File: src/rtl/input_debouncer.sv
// -----------------------------------------------------------------------------
// input_debouncer
//
// Synchronises a raw asynchronous level into the clk domain, rejects pulses
// shorter than STABLE_CYCLES cycles and presents a clean registered level plus
// single-cycle edge pulses for a downstream capture register.
//
// Parameters:
//   SYNC_STAGES   - synchroniser depth (>= 2)
//   STABLE_CYCLES - cycles of sustained disagreement before dout follows
//                   (1 .. 2**CNT_W-1)
//   CNT_W         - stability counter width
//
// Ports:
//   clk    in   single clock, rising edge
//   reset  in   asynchronous, active-low; clears all state immediately
//   din    in   raw asynchronous level
//   enable in   1 = filtering active; 0 = hold dout, clear counter
//   dout   out  debounced, registered level
//   rise   out  one-cycle pulse in the cycle dout becomes 1
//   fall   out  one-cycle pulse in the cycle dout becomes 0
//   busy   out  combinational: synchronised input differs from dout
// -----------------------------------------------------------------------------
module input_debouncer #(
  parameter int SYNC_STAGES   = 2,
  parameter int STABLE_CYCLES = 16,
  parameter int CNT_W         = 8
) (
  input  logic clk,
  input  logic reset,
  input  logic din,
  input  logic enable,
  output logic dout,
  output logic rise,
  output logic fall,
  output logic busy
);

  // Illegal parameter sets stop elaboration rather than building a counter
  // that could wrap before reaching its terminal value.
  if (SYNC_STAGES < 2 || STABLE_CYCLES < 1 ||
      longint'(STABLE_CYCLES) > ((longint'(1) << CNT_W) - longint'(1))) begin : g_param_check
    $fatal(1, "input_debouncer: illegal SYNC_STAGES/STABLE_CYCLES/CNT_W combination");
  end

  typedef enum logic {
    ST_STABLE = 1'b0,
    ST_CHECK  = 1'b1
  } state_t;

  // Terminal count: the edge that sees this value with the mismatch still
  // present is the commit edge.
  localparam logic [CNT_W-1:0] LP_LAST = CNT_W'(STABLE_CYCLES - 1);

  logic [SYNC_STAGES-1:0] r_sync;
  logic                   w_sync_out;
  logic                   w_mismatch;
  state_t                 r_state;
  logic [CNT_W-1:0]       r_count;
  logic                   r_dout;
  logic                   r_rise;
  logic                   r_fall;

  // Synchroniser runs regardless of enable; nothing else looks at din.
  // NOTE: every flop here, including the synchroniser, is cleared by the
  // asynchronous reset so a reset mid-window discards any pending change.
  always_ff @(posedge clk or negedge reset) begin
    if (!reset) begin
      r_sync <= '0;
    end else begin
      // NOTE: non-blocking assignment so each stage takes the previous
      // stage's value from before this edge, giving a true shift chain.
      r_sync <= {r_sync[SYNC_STAGES-2:0], din};
    end
  end

  assign w_sync_out = r_sync[SYNC_STAGES-1];
  assign w_mismatch = (w_sync_out != r_dout);

  // The edge that enters CHECK already counts as the first disagreeing
  // cycle, so a change is committed on the STABLE_CYCLES-th consecutive
  // enabled edge that sees the mismatch.
  always_ff @(posedge clk or negedge reset) begin
    if (!reset) begin
      r_state <= ST_STABLE;
      r_count <= '0;
      r_dout  <= 1'b0;
      r_rise  <= 1'b0;
      r_fall  <= 1'b0;
    end else begin
      r_rise <= 1'b0;
      r_fall <= 1'b0;
      case (r_state)
        ST_STABLE: begin
          r_count <= '0;
          if (enable && w_mismatch) begin
            if (STABLE_CYCLES == 1) begin
              r_dout <= w_sync_out;
              r_rise <= w_sync_out;
              r_fall <= ~w_sync_out;
            end else begin
              r_state <= ST_CHECK;
              r_count <= CNT_W'(1);
            end
          end
        end
        ST_CHECK: begin
          if (!enable || !w_mismatch) begin
            // Losing enable or agreement throws the partial window away.
            r_state <= ST_STABLE;
            r_count <= '0;
          end else if (r_count == LP_LAST) begin
            r_state <= ST_STABLE;
            r_count <= '0;
            r_dout  <= w_sync_out;
            r_rise  <= w_sync_out;
            r_fall  <= ~w_sync_out;
          end else begin
            r_count <= r_count + CNT_W'(1);
          end
        end
        default: begin
          r_state <= ST_STABLE;
          r_count <= '0;
        end
      endcase
    end
  end

  assign dout = r_dout;
  assign rise = r_rise;
  assign fall = r_fall;
  assign busy = w_mismatch;

endmodule
File: config.mk
export PLATFORM = sky130hd
export DESIGN_NAME = input_debouncer
export DESIGN_NICKNAME = d
export VERILOG_FILES = /design/src/rtl/input_debouncer.sv
export SDC_FILE = /design/constraint.sdc
export NUM_CORES = 1
export LEC_CHECK = 0
export BUFFER_PORTS_ARGS = -buffer_cell sky130_fd_sc_hd__clkbuf_2
export CAP_MARGIN = 25
export CORE_AREA = 2 2 39 41
export CTS_CLUSTER_DIAMETER = 200
export CTS_CLUSTER_SIZE = 12
export DETAILED_ROUTE_END_ITERATION = 12
export DIE_AREA = 0 0 41 43
export PLACE_DENSITY_LB_ADDON = 0.15
export SLEW_MARGIN = 15
export SYNTH_ARGS = -nofsm -noshare
export SYNTH_HDL_FRONTEND = slang
export SYNTH_SLANG_ARGS = --single-unit
File: constraint.sdc
create_clock -name clk -period 5.5 [get_ports clk]
set_clock_uncertainty 0.2 [all_clocks]
set_input_delay 1.1 -clock clk [delete_from_list [all_inputs] [get_ports clk]]
set_output_delay 1.1 -clock clk [all_outputs]
set_load 0.005 [all_outputs]
* Yosys cells after proc, flatten, opt, wreduce, memory -nomap -nowiden *
Cells that the tools add are included.

word-level totals
  register bits = 14
  output and inout bits = 4
  input port bits = 4
  word-level logic and storage cells = 31

operators by class
  equal/unequal tests = 2
  $add $sub $neg = 1
  reductions and logical operators = 5
  bitwise gates (word level) = 3
  muxes and demuxes = 14

operators with widths
  operator                                                                count
  8-bit two-way mux                                                       2
  8-bit case mux with 2 select lines                                      1
  1-bit two-way mux                                                       10
  8-bit by 1-bit adder with 8-bit output (second input constant)          1
  8-bit by 4-bit equality test with 1-bit output (second input constant)  1
  1-bit inverter                                                          3
  3-bit AND reduction                                                     1
  1-bit zero test                                                         2
  1-bit case mux with 2 select lines                                      1
  1-bit logical AND                                                       1
  1-bit logical OR                                                        1
  1-bit inequality test                                                   1

* Depth between registers and ports, before layout *
  depth after elaboration = 5
  depth in mapped cells = 4
  depth with buffers taken out = 4

* Least setup slack after synthesis *
No wires, ideal clock.

  path type = input -> register
  from = in enable
  to = reg r_dout (netlist: dout)
  required time = 5.172 ns
  setup slack = 3.387 ns
  stages on the path = 3
  path buffers = 0
  arrival = 1.786 ns
  setup time = 0.128 ns
  cells stage by stage = nand2_1 nor4b_4 mux2_1

between the ends
  word-level cells in the longest chain between the ends = 4

RTL lines
  element                        line  RTL
  start, declared                32    input logic enable,
  1-bit zero test                108   if (!enable || !w_mismatch) begin
  1-bit logical OR               108
  1-bit inverter (no line)       -
  3-bit AND reduction (no line)  -
  end signal, assigned           98    r_dout <= w_sync_out;
  end signal, assigned           115   r_dout <= w_sync_out;
  end, declared                  60    logic r_dout;

Every way passes these cells.
A chain may end at the register's enable or synchronous reset.

* Final worst setup path *
  from = reg r_dout (netlist: dout)
  to = out busy

between the ends
  word-level cells in the longest chain between the ends = 1

RTL lines
  element                line  RTL
  1-bit inequality test  78    assign w_mismatch = (w_sync_out != r_dout);
  end, declared          36    output logic busy

Every way passes these cells.

==> results.json <==
{
  "holdWs_ns": 0.167,
  "postCtsSetupBuffers": 0,
  "internal_power_uw": 132,
  "report.final.hold_viol_count": 0,
  "drv_cap": 0,
  "synth_mux_area_share_pct": 1.84,
  "synth_seq_cells": 14,
  "hold_buffers": 0,
  "synth_top_family_by_area": "simple AND/OR/NAND/NOR gates",
  "dp_slack_ns": 3.20,
  "setup_slack_ns": 3.00,
  "power_density_nw_per_um2": 245,
  "synth_fa_ha_area_share_pct": 2.05,
  "area_growth_pct": 12.7,
  "drt_iter0_drc": 2,
  "synthSimpleGateAreaFrac_pct": 20.7,
  "hold_start": "r_sync[0]",
  "synth_seq_area_share_pct": 57.4,
  "hold_class": "register to register",
  "status": "finished clean",
  "start_kind": "register",
  "syn-num-nets": 59,
  "drive_gt1_share_pct": 18.8,
  "rsz0062_at_grt": "false",
  "synthXorXnorAreaFrac_pct": 2.87,
  "cts_made_buffers": 3,
  "clkSinkCount": 14,
  "max-vdd-ir-drop_mv": 0.132,
  "cts_resized": 0,
  "cts_max_level": 1,
  "io_buffers": 7,
  "synth_compound_area_share_pct": 13.9,
  "cts_tree": "yes",
  "drt-pass1-iter-count": 2,
  "die_h_um": 43,
  "track_usage_pct": 14.5,
  "fin_nets": 71,
  "power_frac_clock_pct": 33.2,
  "setup_viol": 0,
  "clk_transition_reported_paths_ns": 0.08,
  "dp_hpwl_um": 753,
  "avgSynthCellArea_um2": 11.3,
  "final_max_slew_viol_count": 0,
  "fmax_mhz": 400,
  "timing.rr.start": "r_count[0]",
  "ios": 8,
  "place_congestion": 0.708,
  "fin_crit_ns": 2.50,
  "grt_pass1_vias": 384,
  "core-area_um2": 1380,
  "startpoint": "dout",
  "place_area_um2": 666,
  "vias": 428,
  "tightestPinTransition_ns": 0.372,
  "grt_pass1_wl_um": 1680,
  "path_max_fanout": 5,
  "clockBufferDepth": 2,
  "ys.warnings.count": 0,
  "switching_share_pct": 21.6,
  "finalSetupTns_ns": 0,
  "final_area_um2": 688,
  "grt_max_degree": 15,
  "finalWirelength_um": 998,
  "fp-row-count": 14,
  "finalCritPeriodShare_pct": 45.5,
  "cts_root_buf": "clkbuf_4",
  "critPathCaptureType": "primary output",
  "clk_latency_ns": 0.27,
  "vias_per_cell": 5.35,
  "gr-total-overflow": 0,
  "drt-wirelength-per-cell_um": 12.5,
  "cp.arrival_ns": 1.20,
  "final_antenna_net_count": 0,
  "seqPwrFrac_pct": 62.8,
  "relSlewSlack_pct": 75.1,
  "ys_types": 23,
  "reg2reg_slack_ns": 3.52,
  "switching_power_uw": 36.5,
  "die_width_um": 41,
  "syn_inst": 54,
  "diodes": 0,
  "path_class": "register to primary output",
  "leakage_nw": 0.303,
  "grt_antenna_before_repair": 0,
  "drc": 0,
  "combinationalPowerShare_pct": 4.0,
  "die_area_um2": 1760,
  "required_ns": 4.20,
  "syn_area_um2": 611,
  "start_util_pct": 44.1
}
layer usage:
layer / track usage, % / up-vias / wire length, um
li1: - / 220 / -
met1: 21.9 / 199 / 504
met2: 17.8 / 7 / 444
met3: 3.14 / 2 / 36
met4: 10.0 / 0 / 12
met5: 0 / - / 0
worst paths after layout:
path / cells past startpoint / to
worst max-delay path: 2 / busy
worst min-delay path: 0 / r_sync[1]
worst max register to register: 4 / dout
worst min register to register: 0 / r_sync[1]
max in group asynchronous: 1 / r_count[3]
min in group asynchronous: 1 / fall
worst max-delay path, cell delays in order (launching register included):
cell	delay [ns]
dfrtp_1	0.41
xor2_1	0.34
clkbuf_2	0.18
final cells by class:
cell class | instances | area [um^2]
tap | 16 | 20.0
multi-input combinational | 38 | 253
inverter | 2 | 7.51
timing repair buffer | 7 | 35.0
clock buffer | 3 | 22.5
fill | 132 | 696
sequential | 14 | 350
sequential cells by signal (all words and copies together), names as in the netlist:
register / flops
dout: 1
fall: 1
r_count: 8
r_state: 1
r_sync: 2
rise: 1
kinds of logic (layout without fill, tap and decap cells):
group | count (synthesis) | after routing
AND/OR/NAND/NOR | 20 | 20
AO/OA/AOI/OAI | 14 | 14
flip-flops | 14 | 14
XOR/XNOR | 2 | 2
buffers and inverters | 2 | 12
adder cells (fa/ha/maj) | 1 | 1
multiplexers | 1 | 1
power groups by stage:
stage	logic, mW	clock network [mW]	registers, mW
final	0.00667	0.0560	0.106
after global routing	0.00789	0.0628	0.106
after CTS	0.00704	0.0582	0.106
after detailed placement	0.00701	0	0.108
after global placement	0.00696	0	0.108
after floorplan	0.00283	0	0.108
synthesized netlist by cell type:
cell | number | share of area [%]
dfrtp_1 | 14 | 57
a21oi_1 | 6 | 4.9
nand2_1 | 4 | 2.5
or3_1 | 4 | 4.1
nand3_1 | 3 | 2.5
nor2_1 | 3 | 1.8
o21ai_0 | 3 | 2.5
inv_1 | 2 | 1.2
a22o_1 | 1 | 1.4
a311oi_1 | 1 | 1.4
a31oi_1 | 1 | 1.0
and2_1 | 1 | 1.0
ha_1 | 1 | 2.0
mux2_1 | 1 | 1.8
nand4_1 | 1 | 1.0
nor2b_1 | 1 | 1.0
nor4_1 | 1 | 1.0
nor4b_4 | 1 | 3.9
o2111ai_1 | 1 | 1.4
o21bai_1 | 1 | 1.2
or4_4 | 1 | 1.8
xnor2_1 | 1 | 1.4
xor2_1 | 1 | 1.4
cell usage in the layout (no fill, tap or decap), types with 2 or more instances in the layout:
cell	instances
dfrtp_1	14
clkbuf_2	7
a21oi_1	6
nand2_1	4
or3_1	4
nand3_1	3
o21ai_0	3
nor2_1	3
clkbuf_4	3
inv_1	2
metrics by stage:
| stage | utilization (%) | cells | power, mW |
|---|---|---|---|
| 6_report | 49.7 | 80 | 0.169 |
| 5_1_grt | 49.7 | 80 | 0.177 |
| 4_1_cts | 49.7 | 80 | 0.171 |
| 3_5_place_dp | 48.1 | 77 | 0.115 |
| 3_3_place_gp | 48.1 | 77 | 0.115 |
| 2_1_floorplan | - | 54 | 0.111 |
Note: power is estimated with default switching activity, not from simulation.
